File: src/rtl/dmem_responder_pkg.sv
// Shared types and defaults for the data-memory responder and its write buffer.
package dmem_responder_pkg;

  localparam int unsigned WBUF_DEPTH_DEF = 4;

  typedef enum logic [1:0] {
    IDLE  = 2'd0,
    DRAIN = 2'd1,
    READ  = 2'd2,
    RESP  = 2'd3
  } state_t;

  // One buffered store: word address plus data.
  typedef struct packed {
    logic [29:0] waddr;
    logic [31:0] data;
  } wbuf_entry_t;

endpackage

File: src/rtl/dmem_responder_if.sv
// Pipeline MEM-stage and backing-RAM signal bundle for dmem_responder.
interface dmem_responder_if
  import dmem_responder_pkg::*;
#(
  parameter int unsigned WBUF_DEPTH = WBUF_DEPTH_DEF
) ();

  localparam int unsigned CW = $clog2(WBUF_DEPTH) + 1;

  // Pipeline side
  logic          mem_ren;
  logic          mem_wen;
  logic [31:0]   mem_addr;
  logic [31:0]   mem_dout;
  logic [31:0]   mem_din;
  logic          mem_stall;

  // Backing RAM side
  logic          ram_req;
  logic          ram_we;
  logic [31:0]   ram_addr;
  logic [31:0]   ram_wdata;
  logic [31:0]   ram_rdata;
  logic          ram_ack;

  logic [CW-1:0] wbuf_count;

  modport slave (
    input  mem_ren, mem_wen, mem_addr, mem_dout, ram_rdata, ram_ack,
    output mem_din, mem_stall, ram_req, ram_we, ram_addr, ram_wdata, wbuf_count
  );

  modport master (
    output mem_ren, mem_wen, mem_addr, mem_dout, ram_rdata, ram_ack,
    input  mem_din, mem_stall, ram_req, ram_we, ram_addr, ram_wdata, wbuf_count
  );

endinterface

File: src/rtl/dmem_responder_wbuf_fifo.sv
// Write buffer: circular FIFO of pending stores with a youngest-match lookup
// used to forward buffered data to reads.
module wbuf_fifo
  import dmem_responder_pkg::*;
#(
  parameter int unsigned DEPTH = WBUF_DEPTH_DEF
) (
  input  logic                   clk,
  input  logic                   rst,
  input  logic                   push_i,
  input  wbuf_entry_t            push_entry_i,
  input  logic                   pop_i,
  output wbuf_entry_t            head_entry_o,
  output logic [$clog2(DEPTH):0] count_o,
  input  logic [29:0]            lookup_waddr_i,
  output logic                   hit_o,
  output logic [31:0]            hit_data_o
);

  localparam int unsigned PW = $clog2(DEPTH);
  localparam int unsigned CW = PW + 1;

  wbuf_entry_t   mem_q [DEPTH];
  logic [PW-1:0] head_q, head_d;
  logic [PW-1:0] tail_q, tail_d;
  logic [CW-1:0] count_q, count_d;
  logic [PW-1:0] idx;

  // Pointer and occupancy update; pointers wrap naturally at DEPTH.
  always_comb begin
    head_d  = head_q;
    tail_d  = tail_q;
    count_d = count_q;
    if (push_i) tail_d = tail_q + PW'(1);
    if (pop_i)  head_d = head_q + PW'(1);
    case ({push_i, pop_i})
      2'b10:   count_d = count_q + CW'(1);
      2'b01:   count_d = count_q - CW'(1);
      default: count_d = count_q;
    endcase
  end

  // Pointer and occupancy registers.
  always_ff @(posedge clk or posedge rst) begin
    if (rst) begin
      head_q  <= '0;
      tail_q  <= '0;
      count_q <= '0;
    end else begin
      head_q  <= head_d;
      tail_q  <= tail_d;
      count_q <= count_d;
    end
  end

  // Entry storage, written only at the tail; stale entries are masked by count.
  always_ff @(posedge clk) begin
    if (push_i) mem_q[tail_q] <= push_entry_i;
  end

  // Walk oldest to youngest so the last match seen is the youngest one.
  always_comb begin
    hit_o      = 1'b0;
    hit_data_o = '0;
    idx        = '0;
    for (int unsigned k = 0; k < DEPTH; k++) begin
      idx = head_q + PW'(k);
      if ((CW'(k) < count_q) && (mem_q[idx].waddr == lookup_waddr_i)) begin
        hit_o      = 1'b1;
        hit_data_o = mem_q[idx].data;
      end
    end
  end

  assign head_entry_o = mem_q[head_q];
  assign count_o      = count_q;

endmodule

File: src/rtl/dmem_responder.sv
// Data-memory responder: buffers pipeline stores, forwards buffered data to
// reads, and sequences drains and read-miss fetches on the backing RAM.
module dmem_responder
  import dmem_responder_pkg::*;
#(
  parameter int unsigned WBUF_DEPTH = WBUF_DEPTH_DEF
) (
  input  logic          clk,
  input  logic          rst,
  dmem_responder_if.slave bus
);

  localparam int unsigned CW = $clog2(WBUF_DEPTH) + 1;

  state_t        state_q, state_d;
  logic          ram_req_q, ram_req_d;
  logic          ram_we_q, ram_we_d;
  logic [31:0]   ram_addr_q, ram_addr_d;
  logic [31:0]   ram_wdata_q, ram_wdata_d;
  logic [31:0]   rdata_q, rdata_d;

  logic [CW-1:0] count;
  wbuf_entry_t   head_entry;
  wbuf_entry_t   push_entry;
  logic          push, pop, hit, full, write_req, read_miss;
  logic [31:0]   hit_data;
  logic          stall_c;
  logic [31:0]   din_c;
  logic          unused_addr_lsbs;

  // Byte offset is irrelevant for word-only accesses.
  assign unused_addr_lsbs = ^bus.mem_addr[1:0];

  assign full       = (count == CW'(WBUF_DEPTH));
  assign write_req  = bus.mem_wen & ~bus.mem_ren;
  assign push       = write_req & ~full;
  assign read_miss  = bus.mem_ren & ~hit;
  assign push_entry = '{waddr: bus.mem_addr[31:2], data: bus.mem_dout};

  wbuf_fifo #(.DEPTH(WBUF_DEPTH)) u_wbuf (
    .clk            (clk),
    .rst            (rst),
    .push_i         (push),
    .push_entry_i   (push_entry),
    .pop_i          (pop),
    .head_entry_o   (head_entry),
    .count_o        (count),
    .lookup_waddr_i (bus.mem_addr[31:2]),
    .hit_o          (hit),
    .hit_data_o     (hit_data)
  );

  // Next state and next RAM request; a read miss beats a new drain but an
  // in-flight drain always runs to its ack.
  always_comb begin
    state_d     = state_q;
    ram_req_d   = ram_req_q;
    ram_we_d    = ram_we_q;
    ram_addr_d  = ram_addr_q;
    ram_wdata_d = ram_wdata_q;
    rdata_d     = rdata_q;
    pop         = 1'b0;
    case (state_q)
      IDLE: begin
        if (read_miss) begin
          state_d     = READ;
          ram_req_d   = 1'b1;
          ram_we_d    = 1'b0;
          ram_addr_d  = {bus.mem_addr[31:2], 2'b00};
          ram_wdata_d = '0;
        end else if (count != '0) begin
          state_d     = DRAIN;
          ram_req_d   = 1'b1;
          ram_we_d    = 1'b1;
          ram_addr_d  = {head_entry.waddr, 2'b00};
          ram_wdata_d = head_entry.data;
        end
      end
      DRAIN: begin
        if (bus.ram_ack) begin
          pop       = 1'b1;
          state_d   = IDLE;
          ram_req_d = 1'b0;
          ram_we_d  = 1'b0;
        end
      end
      READ: begin
        if (bus.ram_ack) begin
          rdata_d   = bus.ram_rdata;
          state_d   = RESP;
          ram_req_d = 1'b0;
        end
      end
      RESP: begin
        state_d = IDLE;
      end
      default: begin
        state_d   = IDLE;
        ram_req_d = 1'b0;
        ram_we_d  = 1'b0;
      end
    endcase
  end

  // FSM state, registered RAM request and captured read data.
  always_ff @(posedge clk or posedge rst) begin
    if (rst) begin
      state_q     <= IDLE;
      ram_req_q   <= 1'b0;
      ram_we_q    <= 1'b0;
      ram_addr_q  <= '0;
      ram_wdata_q <= '0;
      rdata_q     <= '0;
    end else begin
      state_q     <= state_d;
      ram_req_q   <= ram_req_d;
      ram_we_q    <= ram_we_d;
      ram_addr_q  <= ram_addr_d;
      ram_wdata_q <= ram_wdata_d;
      rdata_q     <= rdata_d;
    end
  end

  // Pipeline-facing stall and read data; reads take precedence over writes.
  always_comb begin
    stall_c = 1'b0;
    din_c   = '0;
    if (bus.mem_ren) begin
      if (state_q == RESP) begin
        din_c = rdata_q;
      end else begin
        stall_c = ~hit;
        din_c   = hit ? hit_data : '0;
      end
    end else if (bus.mem_wen) begin
      stall_c = full;
    end
  end

  assign bus.mem_stall  = stall_c & ~rst;
  assign bus.mem_din    = rst ? '0 : din_c;
  assign bus.ram_req    = ram_req_q;
  assign bus.ram_we     = ram_we_q;
  assign bus.ram_addr   = ram_addr_q;
  assign bus.ram_wdata  = ram_wdata_q;
  assign bus.wbuf_count = count;

endmodule

File: src/flat_wrapper.sv
// flat-port wrapper written by rule: the top's interface ports become plain ports
module dmem_responder_flat import dmem_responder_pkg::*;
#(
  parameter int unsigned WBUF_DEPTH = WBUF_DEPTH_DEF
)
  (clk, rst, bus_mem_ren, bus_mem_wen, bus_mem_addr, bus_mem_dout, bus_ram_rdata, bus_ram_ack, bus_mem_din, bus_mem_stall, bus_ram_req, bus_ram_we, bus_ram_addr, bus_ram_wdata, bus_wbuf_count);
  dmem_responder_if #(.WBUF_DEPTH(WBUF_DEPTH)) bus_i ();
  input  logic clk;
  input  logic rst;
  input wire logic [$bits(bus_i.mem_ren)-1:0] bus_mem_ren;
  input wire logic [$bits(bus_i.mem_wen)-1:0] bus_mem_wen;
  input wire logic [$bits(bus_i.mem_addr)-1:0] bus_mem_addr;
  input wire logic [$bits(bus_i.mem_dout)-1:0] bus_mem_dout;
  input wire logic [$bits(bus_i.ram_rdata)-1:0] bus_ram_rdata;
  input wire logic [$bits(bus_i.ram_ack)-1:0] bus_ram_ack;
  output wire logic [$bits(bus_i.mem_din)-1:0] bus_mem_din;
  output wire logic [$bits(bus_i.mem_stall)-1:0] bus_mem_stall;
  output wire logic [$bits(bus_i.ram_req)-1:0] bus_ram_req;
  output wire logic [$bits(bus_i.ram_we)-1:0] bus_ram_we;
  output wire logic [$bits(bus_i.ram_addr)-1:0] bus_ram_addr;
  output wire logic [$bits(bus_i.ram_wdata)-1:0] bus_ram_wdata;
  output wire logic [$bits(bus_i.wbuf_count)-1:0] bus_wbuf_count;
  assign bus_i.mem_ren = bus_mem_ren;
  assign bus_i.mem_wen = bus_mem_wen;
  assign bus_i.mem_addr = bus_mem_addr;
  assign bus_i.mem_dout = bus_mem_dout;
  assign bus_i.ram_rdata = bus_ram_rdata;
  assign bus_i.ram_ack = bus_ram_ack;
  assign bus_mem_din = bus_i.mem_din;
  assign bus_mem_stall = bus_i.mem_stall;
  assign bus_ram_req = bus_i.ram_req;
  assign bus_ram_we = bus_i.ram_we;
  assign bus_ram_addr = bus_i.ram_addr;
  assign bus_ram_wdata = bus_i.ram_wdata;
  assign bus_wbuf_count = bus_i.wbuf_count;
  dmem_responder #(.WBUF_DEPTH(WBUF_DEPTH)) u_core (.clk(clk), .rst(rst), .bus(bus_i));
endmodule
File: config.mk
export PLATFORM = sky130hd
export DESIGN_NAME = dmem_responder_flat
export DESIGN_NICKNAME = d
export VERILOG_FILES = /design/src/rtl/dmem_responder_pkg.sv /design/src/rtl/dmem_responder_if.sv /design/src/rtl/dmem_responder_wbuf_fifo.sv /design/src/rtl/dmem_responder.sv /design/src/flat_wrapper.sv
export SDC_FILE = /design/constraint.sdc
export NUM_CORES = 1
export LEC_CHECK = 0
export ABC_CLOCK_PERIOD_IN_PS = 7600
export BUFFER_PORTS_ARGS = -buffer_cell sky130_fd_sc_hd__clkbuf_2
export CAP_MARGIN = 10
export CORE_UTILIZATION = 64
export DETAILED_ROUTE_END_ITERATION = 10
export GPL_TIMING_DRIVEN = 0
export PLACE_DENSITY = 0.87
export SYNTH_ARGS = -nofsm -noshare
export SYNTH_HDL_FRONTEND = slang
export SYNTH_SLANG_ARGS = --single-unit
File: constraint.sdc
create_clock -name clk -period 7.6 [get_ports clk]
set_input_delay 0.38 -clock clk [delete_from_list [all_inputs] [get_ports clk]]
set_output_delay 0.38 -clock clk [all_outputs]
set_load 0.03 [all_outputs]
==> run_results.csv, run 1 <==
group,metric,value,unit
die,initial_core_util,0.655,
worst_setup_path,arrival,6.59,ns
place,post-dp-hpwl,53300,um
worst_setup_path,r2r_cells,12,
timing,worst_pin_slew,1.09,ns
cts,cts.repair.resized,0,
run,cap_violations,0,
detailed_routing,drt_iter0_markers,3076,
cts,h-tree-depth,2,
global_route,antenna_found_initial,4,
synthesis,mappedNetlistArea,20800,um2
timing,drv_slew,0,
timing,period_share,0.917,
global_route,grt_pass1_wl,113000,um
detailed_routing,firstDrtPassIters,9,
worst_setup_path,crit_fanout,10,
cts,postCtsSetupBuffers,0,
timing,whs,0.0468,ns
timing,setup_tns,0,ns
timing,finalClockSkew,0.0154,ns
synthesis,async_flop_share,0.297,
min_path,min_path_cells,1,
power,p_total,9.96,mW
cts,path_clk_slew,0.06,ns
worst_setup_path,end_kind,"primary output",
place,dp_slack,1.62,ns
cts,clkLatencyLatePin,0.56,ns
cts,cts_sinks,353,
power,vdd_drop_max,0.000278,V
cts,post_cts_hold_buffer_count,1,
power,p_per_area,418,nW/um2
status,status,"complete, no violations",
timing,grt_setup_unrepaired,"false",
cts,cts_tree,"done",
die,fp.dieH,182,um
worst_setup_path,setup.worst_path.start_class,"flop",
timing,layout_setup_ws,0.632,ns
place,gp_congestion,1.06,
detailed_routing,vias_per_cell,7.29,
global_route,grt_pass1_vias,17563,
detailed_routing,routed_wirelength,76800,um
finish,fin_nets,2112,
synthesis,synth_warnings,0,
worst_setup_path,critPathRequiredTime,7.22,ns
synthesis,synth_seq_cells,353,
finish,area_growth,14.5,%
global_route,overflow,0,
detailed_routing,drc,0,
die,row_count,65,
synthesis,synthDistinctLibCells,66,
die,dieArea,33300,um2
finish,drive_gt1_frac,0.247,
die,core_area,31800,um2
global_route,grt_max_degree,76,
synthesis,synth_top_flop_cell,"edfxtp_1",
die,ioPinCount,203,
global_route,grtUsageTotal,0.464,
cts,cts_buffers,39,
min_path,hold_path_class,"primary input to flop",
synthesis,avgSynthCellArea,11.9,um2
cts,cts-root-buf,"clkbuf_16",
place,portBuffers,198,
detailed_routing,drtAntennaViolNets,0,
power,p_leak,9.21,nW
worst_setup_path,crit_type,"flop to primary output",
cts,cts_buffer_depth,3,
die,die_w,182,um
detailed_routing,wire_per_inst,31.1,um
detailed_routing,dr_total_vias,17977,
synthesis,synth-edff-count,248,
synthesis,syn_inst,1752,
timing,fmaxAchievable,0.144,GHz
timing,setup-violations-final,0,
synthesis,synth-seq-area-share,0.484,
timing,maxSlewHeadroom,0.273,
timing,min_period,6.97,ns
timing,hold_violations,0,
[state kept, by name, indices dropped and copies added, names as in the netlist]
name / flops
u_core.bus.ram_we: 1
u_core.bus.ram_addr: 30
u_core.state_q: 2
u_core.bus.ram_wdata: 32
u_core.rdata_q: 32
u_core.u_wbuf.tail_q: 2
u_core.u_wbuf.head_q: 2
u_core.bus.ram_req: 1
u_core.u_wbuf.count_o: 3
u_core.u_wbuf.mem_q: 248
[final cells by class]
| type | count | area, um2 |
|---|---|---|
| diodes | 4 | 10.0 |
| plain buffers | 156 | 823 |
| clock buffers | 55 | 1130 |
| clock inverters | 16 | 180 |
| fillers | 2071 | 7950 |
| inverters | 23 | 91.3 |
| multi-input cells | 1221 | 9860 |
| flip-flops and latches | 353 | 10100 |
| well taps | 435 | 544 |
| repair buffers | 204 | 1140 |
[where the power goes]
| part | switching (mW) | internal, mW | leakage [nW] |
|---|---|---|---|
| combinational | 3.38 | 1.83 | 5.02 |
| clock | 0.797 | 1.17 | 0.647 |
| sequential | 0.302 | 2.48 | 3.55 |
[Yosys cell counts (4+ instances only)]
library cell	number	area [um2]
edfxtp_1	248	7450
mux2i_1	215	2150
nand2_1	148	556
mux2_2	115	1290
dfrtp_1	105	2630
o21ai_0	88	440
clkbuf_1	81	304
a21oi_1	74	370
xnor2_1	63	552
nor2_1	52	195
nor3_1	48	240
nor4_1	44	275
xor2_1	41	359
a31oi_1	37	231
o21a_1	33	248
a221o_1	32	320
o2bb2ai_2	30	450
mux4_2	28	631
buf_1	24	90.1
inv_1	23	86.3
buf_2	19	95.1
and2_1	15	93.8
buf_6	15	169
o22ai_1	15	93.8
buf_4	14	105
ha_1	13	163
nor3b_1	12	90.1
nand4_1	10	62.6
a2111oi_0	8	70.1
nand3_1	8	40.0
a22oi_1	7	52.6
a221oi_1	6	52.6
mux4_1	6	158
a2111oi_2	5	75.1
a211oi_1	4	30.0
a2bb2oi_1	4	35.0
o211ai_1	4	30.0
o2bb2ai_1	4	35.0
or3_1	4	25.0
[per-layer routing]
layer  up-vias  share of wire  track usage
met4         0          0.041        0.179
met1      8759           0.38        0.660
li1       7182              -            -
met5         -              0            0
met3       286           0.16        0.142
met2      1750           0.42        0.666
[stage by stage]
step	utilization	cells	instance area (um2)
finish	0.750	2467	23800
global route	0.750	2464	23800
CTS	0.750	2463	23800
detailed placement	0.708	2391	22500
global placement	0.703	2386	22400
floorplan	-	1753	20800
[cells by family after synthesis]
family                     count (synthesis)  synth area share
AOI/OAI and AO/OA                        374             0.132
muxes                                    364             0.203
and+or+nand+nor                          364            0.0854
DFF                                      353             0.484
buffers and inverters                    179            0.0437
xor gates and xnor gates                 104            0.0437
adders and majority gates                 13           0.00781
other                                      1          0.000180
[final timing paths]
kind / startpoint / end / slack (ns)
worst max-delay path: u_core.u_wbuf.head_q[0] / bus_mem_din[28] / 0.63
max in group asynchronous: rst / u_core.bus.ram_wdata[20] / 6.40
worst min register to register: u_core.bus.ram_wdata[5] / u_core.bus.ram_wdata[5] / 0.50
worst max register to register: u_core.u_wbuf.head_q[0] / u_core.bus.ram_addr[14] / 1.39
min in group asynchronous: rst / u_core.bus.ram_wdata[30] / 0.44
worst min-delay path: bus_mem_dout[17] / u_core.u_wbuf.mem_q[1][17] / 0.05
[layout by cell type (no fill, tap or decap), types with 30 or more instances in the layout]
master     netlist  routed
clkbuf_1        81      90
o21a_1          33      33
nor2_1          52      52
a21oi_1         74      74
dfrtp_1        105     105
xnor2_1         63      63
nand2_1        148     148
xor2_1          41      41
nor4_1          44      44
clkbuf_16        0      41
nor3_1          48      48
o2bb2ai_2       30      30
mux2i_1        215     215
a31oi_1         37      37
o21ai_0         88      88
edfxtp_1       248     248
clkbuf_2         0     198
mux2_2         115     115
a221o_1         32      32
[critical path: stages, from the launching register on]
cell	delay, ns
dfrtp_1	0.57
buf_6	0.29
buf_6	0.23
buf_2	0.39
buf_2	0.33
buf_1	0.72
a21oi_1	0.34
nor4_1	0.81
nand4_1	0.68
inv_1	0.16
o21ai_0	0.30
clkbuf_1	0.37
o21ai_0	0.50
clkbuf_2	0.30
No activity file was read; power rests on OpenSTA's default activity.
==> run 2, diff against run 1 <==
- ABC_CLOCK_PERIOD_IN_PS: 7600 -> 8400
- RECOVER_POWER: not set -> 50
- clock period: 7.6 -> 8.4 ns (I/O delays scaled with it)
==> run 2 against run 1 <==
The run now ends with max-capacitance violations, max-slew violations left. Setup slack better by 0.63 ns. Wire length is 0.47% lower. Combinational power is 10% lower. Die area stayed put. Critical path type unchanged.
==> run_results.csv, run 2 (synthesis gave the netlist of run 1 again) <==
group,metric,value,unit
min_path,hold_path_end,"u_core.rdata_q[21]",
worst_setup_path,critPathRequiredTime,7.98,ns
worst_setup_path,r2r_start,"u_core.u_wbuf.head_q[0]",
min_path,hp-start,"bus_ram_rdata[21]",
finish,drive_gt1_frac,0.192,
cts,h-tree-depth,2,
die,die_w,182,um
global_route,grtUsageTotal,0.464,
finish,final_common_cell,"edfxtp_1",
detailed_routing,routed_wirelength,76400,um
cts,cts-root-buf,"clkbuf_16",
global_route,grt_pass1_wl,113000,um
timing,setup_tns,0,ns
cts,cts_tree,"done",
place,portBuffers,198,
die,core_area,31800,um2
detailed_routing,wire_per_inst,31.0,um
status,violations,"max-capacitance violations, max-slew violations",
worst_setup_path,slowest_delay,0.83,ns
die,ioPinCount,203,
detailed_routing,drt_iter0_markers,3109,
cts,cts_sinks,353,
global_route,antenna_found_initial,5,
cts,cts_buffer_depth,3,
timing,period_share,0.850,
detailed_routing,drtAntennaViolNets,0,
detailed_routing,firstDrtPassIters,7,
finish,fin_nets,2112,
global_route,grt_max_degree,76,
power,p_sw_frac,0.450,
worst_setup_path,path_cells,"buf_6 > buf_6 > buf_2 > buf_2 > buf_1 > a21oi_1 > nor4_1 > nand4_1 > inv_1 > o21ai_0 > clkbuf_1 > o21ai_0 > clkbuf_2",
timing,grt_setup_unrepaired,"false",
place,place_area,22500,um2
status,status,"finished, violations left",
worst_setup_path,arrival,6.72,ns
power,p_per_area,379,nW/um2
place,gp_congestion,1.06,
timing,maxSlewHeadroom,-0.350,
worst_setup_path,end_kind,"primary output",
global_route,grt_pass1_vias,17563,
finish,area_growth,13.8,%
detailed_routing,drc,0,
cts,cts_buffers,39,
die,row_count,65,
timing,drv_slew,33,
finish,fin_area,23700,um2
finish,largest_reg_flops,248,
worst_setup_path,r2r_cells,12,
cts,cts.repair.resized,0,
power,power_frac_seq,0.280,
worst_setup_path,crit_fanout,10,
min_path,min_path_cells,2,
die,fp.dieH,182,um
detailed_routing,vias_per_cell,7.28,
power,combPwrFrac,0.521,
timing,finalClockSkew,0.0224,ns
finish,regMostFlops,"u_core.u_wbuf.mem_q",
worst_setup_path,timing.rr.end,"u_core.bus.ram_addr[14]",
cts,path_clk_slew,0.06,ns
global_route,overflow,0,
worst_setup_path,rrSetupSlack,2.17,ns
timing,worst_pin_slew,2.01,ns
timing,min_period,7.14,ns
worst_setup_path,crit_type,"flop to primary output",
worst_setup_path,setup.worst_path.start_class,"flop",
finish,n_fill_cell,2141,
power,pwr-share-clk,0.198,
die,dieArea,33300,um2
worst_setup_path,worst_path_max_delay_cell,"nor4_1",
finish,most-common-layout-cells,"edfxtp_1, mux2i_1, clkbuf_1, nand2_1, mux2_2",
min_path,hold_path_class,"primary input to flop",
place,post-dp-hpwl,53300,um
timing,setup-violations-final,0,
power,intPower,4.93,mW
power,vdd_drop_max,0.000250,V
run,cap_violations,1,
die,initial_core_util,0.655,
power,p_total,8.98,mW
power,p_leak,8.87,nW
cts,clkLatencyLatePin,0.56,ns
timing,hold_violations,0,
finish,finalNonFillerCells,2468,
cts,postCtsSetupBuffers,0,
timing,fmaxAchievable,0.140,GHz
place,dp.cells,2391,
cts,post_cts_hold_buffer_count,1,
detailed_routing,dr_total_vias,17965,
power,power.switching,4.04,mW
-- run 2: power groups by stage --
stage | Combinational [mW] | Clock, mW | Sequential (mW)
finish | 4.68 | 1.78 | 2.52
global route | 4.82 | 1.83 | 2.54
detailed placement | 4.47 | 0 | 2.52
floorplan | 2.80 | 0 | 2.72
CTS | 4.51 | 1.76 | 2.50
global placement | 4.37 | 0 | 2.52
-- run 2: layout make-up --
cell class	instances	area (um2)	share of cell area
Clock inverter	16	180	0.00760
Tap cell	435	544	0.0230
Buffer	156	823	0.0347
Clock buffer	55	1130	0.0476
Timing Repair Buffer	204	1000	0.0422
Antenna cell	5	12.5	0.000528
Inverter	23	87.6	0.00369
Multi-Input combinational cell	1221	9860	0.416
Sequential cell	353	10100	0.425
-- run 2: how the worst max path moves through the flow --
stage                            startpoint              end  slack [ns]  cells after the start
detailed placement  u_core.u_wbuf.head_q[0]  bus_mem_din[28]        2.38                     13
CTS                 u_core.u_wbuf.head_q[0]  bus_mem_din[28]        1.80                     13
global placement                        rst  bus_mem_din[28]        1.43                      8
global route        u_core.u_wbuf.head_q[0]  bus_mem_din[28]        1.45                     13
floorplan                               rst  bus_mem_din[10]        3.57                      6
finish              u_core.u_wbuf.head_q[0]  bus_mem_din[27]        1.26                     13
-- run 2: metal layers --
| metal | GRT usage | routed length, um | vias to the layer above |
|---|---|---|---|
| met5 | 0 | 0 | - |
| met4 | 0.179 | 3390 | 0 |
| met2 | 0.666 | 31900 | 1750 |
| met3 | 0.142 | 12300 | 323 |
| li1 | - | - | 7198 |
| met1 | 0.660 | 28800 | 8694 |
-- run 2: worst max-delay path, delay by kind of cell, from the launching register on --
family,cells,cell delay (ns)
buffers and inverters,8,2.81
AND/OR/NAND/NOR,2,1.54
AO/OA/AOI/OAI,3,1.23
flip-flops,1,0.56
-- run 2: metrics by stage --
step	hold slack, ns	setup WS, ns	utilization
after detailed placement	0.479	2.38	0.708
after floorplan	0.471	3.57	-
after global routing	0.102	1.45	0.745
after CTS	0.0784	1.80	0.750
after global placement	0.478	1.43	0.703
final	0.108	1.26	0.746
